===== config.mk =====
export PLATFORM = sky130hd
export DESIGN_NAME = seq_det_ctrl
export DESIGN_NICKNAME = d
export VERILOG_FILES = /design/src/rtl/seq_det_ctrl.sv
export SDC_FILE = /design/constraint.sdc
export NUM_CORES = 1
export LEC_CHECK = 0
export BUFFER_PORTS_ARGS = -buffer_cell sky130_fd_sc_hd__buf_2
export CORE_MARGIN = 5
export CORE_UTILIZATION = 41
export DETAILED_ROUTE_END_ITERATION = 8
export GPL_TIMING_DRIVEN = 1
export HOLD_SLACK_MARGIN = 0.02
export PLACE_DENSITY_LB_ADDON = 0.3
export SYNTH_ARGS = -nofsm -noshare
export SYNTH_HDL_FRONTEND = slang
export SYNTH_SLANG_ARGS = --single-unit

===== constraint.sdc =====
create_clock -name clk -period 2.8 [get_ports clk]
set_input_delay 0.56 -clock clk [delete_from_list [all_inputs] [get_ports clk]]
set_output_delay 0.56 -clock clk [all_outputs]
set_load 0.05 [all_outputs]

===== src/rtl/seq_det_ctrl.sv =====
// Purpose: run-time programmable serial sequence detector with IDLE/RUN/DONE control FSM.
// Latency: match is combinational with the qualifying bit; busy/done/match_count/cfg_err update on the next clk.
// Backpressure: none; in_valid qualifies each bit and the block always accepts it.
module seq_det_ctrl #(
    parameter int MAX_LEN = 8,
    parameter int LEN_W   = 4,
    parameter int CNT_W   = 8
) (
    input  logic               clk,
    input  logic               rstn,
    input  logic               cfg_we,
    input  logic [MAX_LEN-1:0] cfg_pattern,
    input  logic [LEN_W-1:0]   cfg_len,
    input  logic               cfg_overlap,
    input  logic [CNT_W-1:0]   cfg_target,
    input  logic               start,
    input  logic               abort,
    input  logic               in_valid,
    input  logic               in,
    output logic               match,
    output logic               busy,
    output logic               done,
    output logic [CNT_W-1:0]   match_count,
    output logic               cfg_err
);

    localparam logic [1:0] S_IDLE = 2'd0;
    localparam logic [1:0] S_RUN  = 2'd1;
    localparam logic [1:0] S_DONE = 2'd2;

    logic [1:0]         state;
    logic [1:0]         state_nxt;

    logic [MAX_LEN-1:0] pat_q;
    logic [LEN_W-1:0]   len_q;
    logic               ovl_q;
    logic [CNT_W-1:0]   tgt_q;

    logic [MAX_LEN-1:0] hist_q;
    logic [LEN_W-1:0]   fill_q;
    logic [CNT_W-1:0]   cnt_q;
    logic               busy_q;
    logic               done_q;
    logic               err_q;

    logic               is_run;
    logic               arm;
    logic               cfg_ok;
    logic               fill_ok;
    logic               hit_target;
    logic [MAX_LEN-1:0] cand;
    logic [MAX_LEN-1:0] len_mask;
    logic [CNT_W:0]     cnt_inc;

    assign is_run  = (state == S_RUN);
    // start is only honoured outside RUN, and abort on the same cycle cancels it
    assign arm     = (state != S_RUN) && start && !abort;
    assign cfg_ok  = cfg_we && (state != S_RUN) && (cfg_len != '0)
                     && (cfg_len <= LEN_W'(MAX_LEN));

    // newest bit sits at position 0, oldest at len-1
    assign cand    = {hist_q[MAX_LEN-2:0], in};
    // fill >= len-1 written as fill+1 >= len so len=1 needs no underflow guard
    assign fill_ok = ({1'b0, fill_q} + (LEN_W+1)'(1)) >= {1'b0, len_q};

    // select the low len bits of pattern and candidate
    always_comb begin
        len_mask = '0;
        for (int i = 0; i < MAX_LEN; i++) begin
            len_mask[i] = (i < int'(len_q));
        end
    end

    assign match = in_valid && is_run && !abort && fill_ok
                   && ((cand & len_mask) == (pat_q & len_mask));

    assign cnt_inc    = {1'b0, cnt_q} + (CNT_W+1)'(1);
    assign hit_target = match && (tgt_q != '0) && (cnt_inc == {1'b0, tgt_q});

    // next-state decode; abort outranks both start and a terminal match
    always_comb begin
        state_nxt = state;
        case (state)
            S_IDLE, S_DONE: if (arm) state_nxt = S_RUN;
            S_RUN: begin
                if (abort)           state_nxt = S_IDLE;
                else if (hit_target) state_nxt = S_DONE;
            end
            default: state_nxt = S_IDLE;
        endcase
    end

    // state register and registered status flags
    always_ff @(posedge clk or negedge rstn) begin
        if (!rstn) begin
            state  <= S_IDLE;
            busy_q <= 1'b0;
            done_q <= 1'b0;
            err_q  <= 1'b0;
        end else begin
            state  <= state_nxt;
            busy_q <= (state_nxt == S_RUN);
            done_q <= (state_nxt == S_DONE);
            err_q  <= cfg_we && !cfg_ok;
        end
    end

    // config registers; all fields load together on an accepted write
    always_ff @(posedge clk or negedge rstn) begin
        if (!rstn) begin
            pat_q <= {{(MAX_LEN-3){1'b0}}, 3'b101};
            len_q <= LEN_W'(3);
            ovl_q <= 1'b0;
            tgt_q <= '0;
        end else if (cfg_ok) begin
            pat_q <= cfg_pattern;
            len_q <= cfg_len;
            ovl_q <= cfg_overlap;
            tgt_q <= cfg_target;
        end
    end

    // shift history on valid bits; non-overlap restarts the window after a hit
    always_ff @(posedge clk or negedge rstn) begin
        if (!rstn) begin
            hist_q <= '0;
            fill_q <= '0;
        end else if (arm) begin
            hist_q <= '0;
            fill_q <= '0;
        end else if (is_run && in_valid && !abort) begin
            if (match && !ovl_q) begin
                hist_q <= '0;
                fill_q <= '0;
            end else begin
                hist_q <= cand;
                if (fill_q != LEN_W'(MAX_LEN)) fill_q <= fill_q + LEN_W'(1);
            end
        end
    end

    // saturating hit counter, cleared only by start
    always_ff @(posedge clk or negedge rstn) begin
        if (!rstn) begin
            cnt_q <= '0;
        end else if (arm) begin
            cnt_q <= '0;
        end else if (match && !(&cnt_q)) begin
            cnt_q <= cnt_inc[CNT_W-1:0];
        end
    end

    assign busy        = busy_q;
    assign done        = done_q;
    assign cfg_err     = err_q;
    assign match_count = cnt_q;

endmodule


==> metrics.csv, run 1 <==
metric,value,unit
synth_flop_cell,dfrtp_1,
synth.distinct_cells,55,
grt_usage,0.160,
max_freq,0.377,GHz
register_area,0.00113,mm²
start_kind,register,
worstPathMaxFanout,6,
portBuffers,39,
clkSinkCount,45,
first_pass_iters,4,
internal_power,1.24,mW
synthTopCellsByArea,"dfrtp_1 40%, mux2_2 9.3%, xor2_1 4.5%",
yosysTopAreaCell,dfrtp_1,
yosys_register_bits,45,
setup.worst_path.class,register to primary output,
seqPwrFrac,0.486,
setup_tns,0,ns
layout_commonest_cell,dfrtp_1,
multi_input_area,0.00135,mm²
rsz0062_at_grt,no,
syn2layout_area_growth,16.5,%
fin_worst_skew,0.00740,ns
crit_slowest_cell,dfrtp_2,
ant_nets,0,
core_area,0.00599,mm²
synth_edf_count,0,
worst_slew_pin_slew,0.986,ns
dpl.hpwl,4090,µm
initial_core_util,0.427,
vias,2008,
maxSlewHeadroom,0.343,
antenna_found_initial,0,
ir_drop,356,µV
crit_family,adder cells,
critPathMaxStageDelay,0.46,ns
finalMaxSlewViolations,0,
sw_frac_of_total,0.295,
cp.arrival,2.09,ns
final_cell_mix,"40 x dfrtp_1, 38 x buf_2, 21 x mux2_2, 18 x nand2_1, 17 x a21oi_1",
finalCritPeriodShare,0.948,
first_global_vias,2034,
clock_latency,0.30,ns
drt_wl_total,5630,µm
grt_remaining_overflow,0,
netlist.area_leader.share,0.401,
synth_warnings,0,
io_pins,40,
cts_made_buffers,5,
grt_max_degree,46,
drive_gt1_frac,0.303,
wl_per_cell,15.5,µm
syn_area,0.00256,mm²
final-setup-viol-count,0,
leakagePower,1.34,nW
cts.htree.levels,2,
synthesis.nets,282,
grt_pass1_wl,9850,µm
hold_violations,0,
die_x,89.0,µm
combPwrFrac,0.228,
clockBufferDepth,2,
fin_nets,321,
root_buffer,clkbuf_8,
row_count,28,
synth-seq-area-share,0.442,
place.gp.congestion,0.901,
crit_path_cell_trace,"ha_4, xor2_1, ha_1, o21ai_0, o21ai_1, nand3_2, inv_4, buf_8",
dpl-instance-area,0.00283,mm²
detail_route.vias_per_cell,5.55,
period_needed,2.65,ns
endpoint_kind,primary output,
fill_cells,561,
die_h,89.0,µm
final_area,0.00298,mm²
synth_area_per_cell,10.3,µm²
async_reset_ff_frac,1.00,
run_status,completed,
cts_tree,yes,
cp.required,2.24,ns
clk_pin_slew,0.09,ns
p_clk_frac,0.286,
die_area,0.00791,mm²
drcViolationCount,0,
path_buf_inv,2,
power_per_cell_area,588,mW/mm²
maxCapViolations,0,
drt_iter0_drc,97,
hp-class,primary input to async pin,
switching_power,517,µW
synthCells,247,
num_antenna_cells,0,
r2r_slack,0.37,ns
sequential cells by signal, indices dropped and copies added, names as in the netlist:
signal and count:
busy 1, cfg_err 1, done 1, fill_q 4, hist_q 7, len_q 4
match_count 8, ovl_q 1, pat_q 8, state 2, tgt_q 8
cell type report:
| class | count | share of cell area |
|---|---|---|
| sequential | 45 | 0.380 |
| clock buffer | 6 | 0.0244 |
| timing repair buffer | 45 | 0.0882 |
| tap | 75 | 0.0315 |
| inverter | 7 | 0.00966 |
| clock inverter | 2 | 0.0130 |
| multi-input combinational | 182 | 0.453 |
logic make-up after synthesis:
kind of cell             count (synthesis)  synth area share
AND/OR/NAND/NOR                         81             0.182
AO/OA/AOI/OAI                           54             0.143
flip-flops                              45             0.442
multiplexers                            21            0.0925
buffers and inverters                   20            0.0343
XOR/XNOR                                19            0.0710
adder cells (fa/ha/maj)                  7            0.0343
synth_stat cells (3+ instances only):
cell,count
a311oi_1,3
nor2_1,8
a211oi_1,3
a21oi_1,17
ha_1,7
nor2b_1,3
dfrtp_1,41
nand3_1,16
and2_1,3
or3_1,3
xor2_1,13
inv_1,6
nor3_1,5
buf_2,4
xnor2_1,5
dfstp_2,4
nand2_1,18
o31ai_1,5
clkbuf_1,4
mux2_2,21
buf_1,4
o21ai_1,6
nand2b_1,6
metal layers:
metal  part of all wire  GRT usage
met1               0.48      0.232
met5                  0          0
met2               0.45      0.239
met4              0.017     0.0528
met3              0.058     0.0341
power groups by stage:
| stage | logic (mW) | registers, mW | clock network (mW) |
|---|---|---|---|
| 2_1_floorplan | 0.294 | 0.839 | 0 |
| 3_3_place_gp | 0.385 | 0.859 | 0 |
| 3_5_place_dp | 0.392 | 0.861 | 0 |
| 4_1_cts | 0.397 | 0.849 | 0.511 |
| 5_1_grt | 0.453 | 0.870 | 0.549 |
| 6_report | 0.399 | 0.852 | 0.502 |
worst paths after layout:
| path | from | endpoint | cells after the start |
|---|---|---|---|
| min in group clk | cfg_pattern[3] | pat_q[3] | 2 |
| max | fill_q[0] | match | 8 |
| max in group asynchronous | rstn | len_q[1] | 2 |
| min | rstn | pat_q[6] | 1 |
| max reg2reg | fill_q[0] | state[1] | 9 |
| min reg2reg | state[1] | done | 1 |
per-stage QoR:
step / instances / setup slack (ns) / power, mW / utilization / hold slack (ns)
final: 362 / 0.147 / 1.75 / 0.497 / 0.412
after global routing: 362 / 0.0151 / 1.87 / 0.497 / 0.463
after CTS: 361 / 0.0351 / 1.76 / 0.492 / 0.455
after detailed placement: 353 / 0.348 / 1.25 / 0.473 / 0.483
after global placement: 353 / 0.382 / 1.24 / 0.473 / 0.476
after floorplan: 247 / 0.353 / 1.13 / - / 0.264
timing repair:
action / 4_1_cts / 5_1_grt
gates cloned: 0 / 0
pin swaps: 0 / 2
buffers inserted: 0 / 1
resized for setup: 1 / 6
hold buffers: 0 / 0
endpoints found under the setup margin: 1 / 1
No activity file was read; power rests on OpenSTA's default activity.
==> run 2, diff against run 1 <==
--- a/config.mk
+++ b/config.mk
@@ -12,6 +12,7 @@
 export GPL_TIMING_DRIVEN = 1
 export HOLD_SLACK_MARGIN = 0.02
 export PLACE_DENSITY_LB_ADDON = 0.3
+export SETUP_SLACK_MARGIN = 0.3
 export SYNTH_ARGS = -nofsm -noshare
 export SYNTH_HDL_FRONTEND = slang
 export SYNTH_SLANG_ARGS = --single-unit
==> constraint.sdc (replaced) <==
create_clock -name clk -period 2.8 [get_ports clk]
set_input_delay 0.56 -clock clk [delete_from_list [all_inputs] [get_ports clk]]
set_output_delay 0.56 -clock clk [all_outputs]
set_load 0.1 [all_outputs]
==> run 2 against run 1 <==
Effect of this change:
- register-to-register slack improved by 0.03 ns
- sequential power rose by 0.9%
- first-iteration DRC count rose by 54%
- critical endpoint unchanged
==> metrics.csv, run 2 (same netlist as run 1, synthesis figures left out) <==
metric,value,unit,change
run_status,completed,,unchanged
path_buf_inv,2,,unchanged
grt_remaining_overflow,0,,unchanged
whs,0.155,ns,was 0.412 ns
vias,2036,,was 2008
drt_wl_total,5960,µm,was 5630 µm
clkSinkCount,45,,unchanged
antenna_found_initial,0,,unchanged
syn2layout_area_growth,20.9,%,was 16.5%
detail_route.vias_per_cell,5.50,,was 5.55
io_pins,40,,unchanged
fin_nets,329,,was 321
row_count,28,,unchanged
place.gp.congestion,0.838,,was 0.901
crit_top_cell,o21ai_2,,
first_global_vias,2016,,was 2034
dpl-instance-area,0.00286,mm²,was 0.00283 mm²
cts.htree.levels,2,,unchanged
grt_pass1_wl,9870,µm,was 9850 µm
maxCapViolations,0,,unchanged
die_h,89.0,µm,unchanged
crit_family,flip-flops,,was adder cells
worst_slew_pin_slew,0.524,ns,was 0.986 ns
worstPathMaxFanout,6,,unchanged
finalMaxSlewViolations,0,,unchanged
ant_nets,0,,unchanged
die_area,0.00791,mm²,unchanged
setup_tns,0,ns,unchanged
clock_latency,0.29,ns,was 0.30 ns
drcViolationCount,0,,unchanged
final-setup-viol-count,0,,unchanged
root_buffer,clkbuf_8,,unchanged
grt_max_degree,31,,was 46
r2r-start,fill_q[2],,was fill_q[0]
cp-startpoint,fill_q[2],,was fill_q[0]
drive_gt1_frac,0.373,,was 0.303
endpoint_kind,primary output,,unchanged
grt_usage,0.160,,about the same
max_freq,0.395,GHz,was 0.377 GHz
rsz0062_at_grt,yes,,was no
maxSlewHeadroom,0.648,,was 0.343
die_x,89.0,µm,unchanged
cts_made_buffers,5,,unchanged
cp.required,2.24,ns,about the same
portBuffers,39,,unchanged
critPathMaxStageDelay,0.48,ns,was 0.46 ns
crit_path_cell_trace,"nand3_1, xnor2_1, ha_1, o21ai_2, o21ai_2, nand3_2, inv_4, buf_12",,"was ha_4, xor2_1, ha_1, o21ai_0, o21ai_1, nand3_2, inv_4, buf_8"
layout_commonest_cell,buf_2,,was dfrtp_1
crit_slowest_cell,dfrtp_1,,was dfrtp_2
final_cell_mix,"38 x buf_2, 34 x dfrtp_1, 21 x mux2_2, 18 x nand2_1, 17 x a21oi_1",,"was 40 x dfrtp_1, 38 x buf_2, 21 x mux2_2, 18 x nand2_1, 17 x a21oi_1"
p_total,1.85,mW,was 1.75 mW
cts_tree,yes,,unchanged
initial_core_util,0.427,,unchanged
period_needed,2.53,ns,was 2.65 ns
ir_drop,334,µV,was 356 µV
finalCritPeriodShare,0.905,,was 0.948
drt_iter0_drc,149,,was 97
first_pass_iters,4,,unchanged
core_area,0.00599,mm²,unchanged
power_per_cell_area,600,mW/mm²,was 588 mW/mm²
setup.worst_path.class,register to primary output,,unchanged
dpl.hpwl,4260,µm,was 4090 µm
hp-class,primary input to async pin,,unchanged
cp.arrival,1.97,ns,was 2.09 ns
final_area,0.00309,mm²,was 0.00298 mm²
clockBufferDepth,2,,unchanged
clk_pin_slew,0.09,ns,about the same
fin_worst_skew,0.00746,ns,was 0.00740 ns
wl_per_cell,16.1,µm,was 15.5 µm
leakagePower,1.37,nW,was 1.34 nW
num_antenna_cells,0,,unchanged
hold_buffers,0,,unchanged
hold_violations,0,,unchanged
start_kind,register,,unchanged
==> run 2: changes by cell type in the layout (fill, tap and decap cells not counted), moves of 2 or more <==
cell     previous run  this run
ha_1                6         4
buf_4               5        14
dfrtp_1            40        34
o21ai_2             0         2
ha_4                1         3
inv_2               0         2
inv_1               6         4
dfrtp_2             1         7
==> run 2: path summary, 6_finish.rpt <==
| kind | endpoint | slack (ns) | cells after the start |
|---|---|---|---|
| max reg2reg | state[1] | 0.40 | 10 |
| min | pat_q[3] | 0.16 | 1 |
| min reg2reg | done | 0.50 | 1 |
| max | match | 0.27 | 8 |
| min in group clk | tgt_q[3] | 0.49 | 2 |
| max in group asynchronous | match_count[3] | 1.91 | 2 |
==> run 2: cell type report <==
type                            count  area (µm²)
Clock buffer                        6        72.6
Clock inverter                      2        38.8
Fill cell                         547        2900
Inverter                            7        28.8
Multi-Input combinational cell    182        1400
Sequential cell                    45        1140
Tap cell                           75        93.8
Timing Repair Buffer               53         315
==> run 2: what timing repair did <==
action,CTS,global route
gates resized for setup,6,8
setup endpoints to repair,1,8
gates cloned,0,0
endpoints found under the hold margin,0,0
pin swaps,5,5
buffers inserted,5,2
==> run 2: metal layers <==
layer  share of wire  vias to the layer above  GRT usage
met5               0                        -          0
met4          0.0069                        0     0.0447
met3           0.047                        2     0.0304
met2            0.46                       62      0.237
met1            0.49                      983      0.239
li1                -                      989          -
==> run 2: metrics by stage <==
| step | setup slack (ns) | util | instances |
|---|---|---|---|
| 3_5_place_dp | 0.398 | 0.477 | 355 |
| 6_report | 0.266 | 0.516 | 370 |
| 4_1_cts | 0.221 | 0.507 | 368 |
| 2_1_floorplan | 0.320 | - | 247 |
| 3_3_place_gp | 0.434 | 0.477 | 355 |
| 5_1_grt | 0.153 | 0.516 | 370 |
==> run 2: power by group <==
| group | leakage (nW) | switching [mW] | internal [mW] |
|---|---|---|---|
| Sequential | 0.560 | 0.104 | 0.755 |
| Clock | 0.0554 | 0.223 | 0.268 |
| Combinational | 0.757 | 0.237 | 0.266 |
==> run 3, diff against run 2 <==
==> constraint.sdc (replaced) <==
create_clock -name clk -period 2.8 [get_ports clk]
set_input_delay 0 -clock clk [delete_from_list [all_inputs] [get_ports clk]]
set_output_delay 0 -clock clk [all_outputs]
set_load 0.1 [all_outputs]
==> run 3 against run 2 <==
Effect of this change:
- utilization up 1.5 points
- combinational power down 13%
- register-to-register slack better by 0.03 ns
- die area unchanged
- cell area up 2.9%
- critical path depth down 2
- critical endpoint is now done
- largest cell class unchanged
==> metrics.csv, run 3 (same netlist as run 1, synthesis figures left out) <==
metric,value,unit,change
finalCoreUtilization,0.530,,was 0.516
hp-class,primary input to register,,was primary input to async pin
clkSinkCount,45,,unchanged
root_buffer,clkbuf_8,,unchanged
io_pins,40,,unchanged
postLayoutSetupSlackWorst,0.433,ns,was 0.266 ns
cts.htree.levels,2,,unchanged
ir_drop,349,µV,was 334 µV
drt_iter0_drc,108,,was 149
antenna_found_initial,0,,unchanged
finalCritPeriodShare,0.845,,was 0.905
first_pass_iters,4,,unchanged
run_status,completed,,unchanged
cp.arrival,2.61,ns,was 1.97 ns
first_global_vias,2089,,was 2016
initial_core_util,0.427,,unchanged
max_freq,0.422,GHz,was 0.395 GHz
wl_per_cell,15.4,µm,was 16.1 µm
ant_nets,0,,unchanged
start_kind,register,,unchanged
cp-startpoint,match_count[0],,was fill_q[2]
vias,2070,,was 2036
power_per_cell_area,545,mW/mm²,was 600 mW/mm²
portBuffers,39,,unchanged
drcViolationCount,0,,unchanged
setup.worst_path.class,register to register,,was register to primary output
dpl.hpwl,4080,µm,was 4260 µm
grt_pass1_wl,10000,µm,was 9870 µm
p_total,1.73,mW,was 1.85 mW
drive_gt1_frac,0.288,,was 0.373
finalMaxSlewViolations,0,,unchanged
cp.required,3.04,ns,was 2.24 ns
fin_nets,343,,was 329
detail_route.vias_per_cell,5.39,,was 5.50
layout_commonest_cell,buf_2,,unchanged
drt_wl_total,5910,µm,was 5960 µm
row_count,28,,unchanged
clockBufferDepth,2,,unchanged
worstPathMaxFanout,7,,was 6
reg2reg_to,done,,was state[1]
maxSlewHeadroom,0.330,,was 0.648
endpoint,done,,was match
hold_violations,0,,unchanged
dpl-instance-area,0.00281,mm²,was 0.00286 mm²
die_h,89.0,µm,unchanged
post_cts_buffers,0,,was 5
fin_worst_skew,0.0112,ns,was 0.00746 ns
register_area,0.00114,mm²,about the same
period_needed,2.37,ns,was 2.53 ns
cts_made_buffers,5,,unchanged
final_cell_mix,"38 x buf_2, 35 x dfrtp_1, 26 x dlygate4sd3_1, 21 x mux2_2, 18 x nand2_1",,"was 38 x buf_2, 34 x dfrtp_1, 21 x mux2_2, 18 x nand2_1, 17 x a21oi_1"
grt_usage,0.165,,was 0.160
die_area,0.00791,mm²,unchanged
cts_tree,yes,,unchanged
rr_worst_depth,6,,was 10
pre_cts_slack,0.358,ns,was 0.398 ns
grt_remaining_overflow,0,,unchanged
die_x,89.0,µm,unchanged
multi_input_area,0.00135,mm²,was 0.00140 mm²
final_area,0.00318,mm²,was 0.00309 mm²
num_antenna_cells,0,,unchanged
endpoint_kind,register,,was primary output
setup_tns,0,ns,unchanged
worst_slew_pin_slew,1.01,ns,was 0.524 ns
place.gp.congestion,0.837,,was 0.838
clock_latency,0.32,ns,was 0.29 ns
maxCapViolations,0,,unchanged
clk_pin_slew,0.10,ns,was 0.09 ns
syn2layout_area_growth,24.3,%,was 20.9%
r2r-start,match_count[0],,was fill_q[2]
grt_max_degree,46,,was 31
core_area,0.00599,mm²,unchanged
final-setup-viol-count,0,,unchanged
r2r_slack,0.43,ns,was 0.40 ns
leakagePower,1.40,nW,was 1.37 nW
rsz0062_at_grt,no,,was yes
fill_cells,531,,was 547
==> run 3: final cells by class <==
| class | count | share of cell area |
|---|---|---|
| clock inverter | 3 | 0.00787 |
| sequential | 45 | 0.358 |
| clock buffer | 5 | 0.0217 |
| timing repair buffer | 67 | 0.150 |
| inverter | 7 | 0.00827 |
| multi-input combinational | 182 | 0.424 |
| tap | 75 | 0.0295 |
==> run 3: stage by stage <==
| step | instances | hold slack (ns) |
|---|---|---|
| after detailed placement | 350 | 0.227 |
| final | 384 | 0.138 |
| after CTS | 384 | 0.130 |
| after floorplan | 247 | -0.296 |
| after global placement | 350 | 0.224 |
| after global routing | 384 | 0.159 |
==> run 3: report_power, final <==
| part | switching (mW) | leakage [nW] | total, mW | internal (mW) |
|---|---|---|---|---|
| registers | 0.100 | 0.561 | 0.855 | 0.754 |
| clock network | 0.256 | 0.0452 | 0.438 | 0.182 |
| logic | 0.213 | 0.797 | 0.440 | 0.227 |
==> run 3: timing repair <==
| action | CTS | global route |
|---|---|---|
| endpoints found under the hold margin | 66 | 0 |
| setup endpoints to repair | 1 | 8 |
| resized for setup | 2 | 2 |
| hold buffers | 26 | 0 |
==> run 3: how the worst min path moves through the flow <==
stage	start	to	cells past startpoint
2_1_floorplan	rstn	busy	0
3_3_place_gp	rstn	pat_q[7]	1
3_5_place_dp	rstn	hist_q[6]	1
4_1_cts	in_valid	hist_q[3]	4
5_1_grt	in_valid	hist_q[3]	4
6_report	in_valid	hist_q[2]	4
==> run 3: per-layer routing <==
layer	part of all wire	vias up	global-route usage
met5	0	-	0
met4	0.017	0	0.0568
met3	0.058	10	0.0313
met2	0.46	70	0.260
met1	0.47	979	0.229
li1	-	1011	-
==> run 3: worst max-delay path, cell delays in order (launching register included) <==
cell and delay, ns:
dfrtp_2 0.47, ha_1 0.37, xor2_1 0.18, a311o_1 0.26, or4_1 0.53, nor4_4 0.28, a2bb2oi_1 0.20
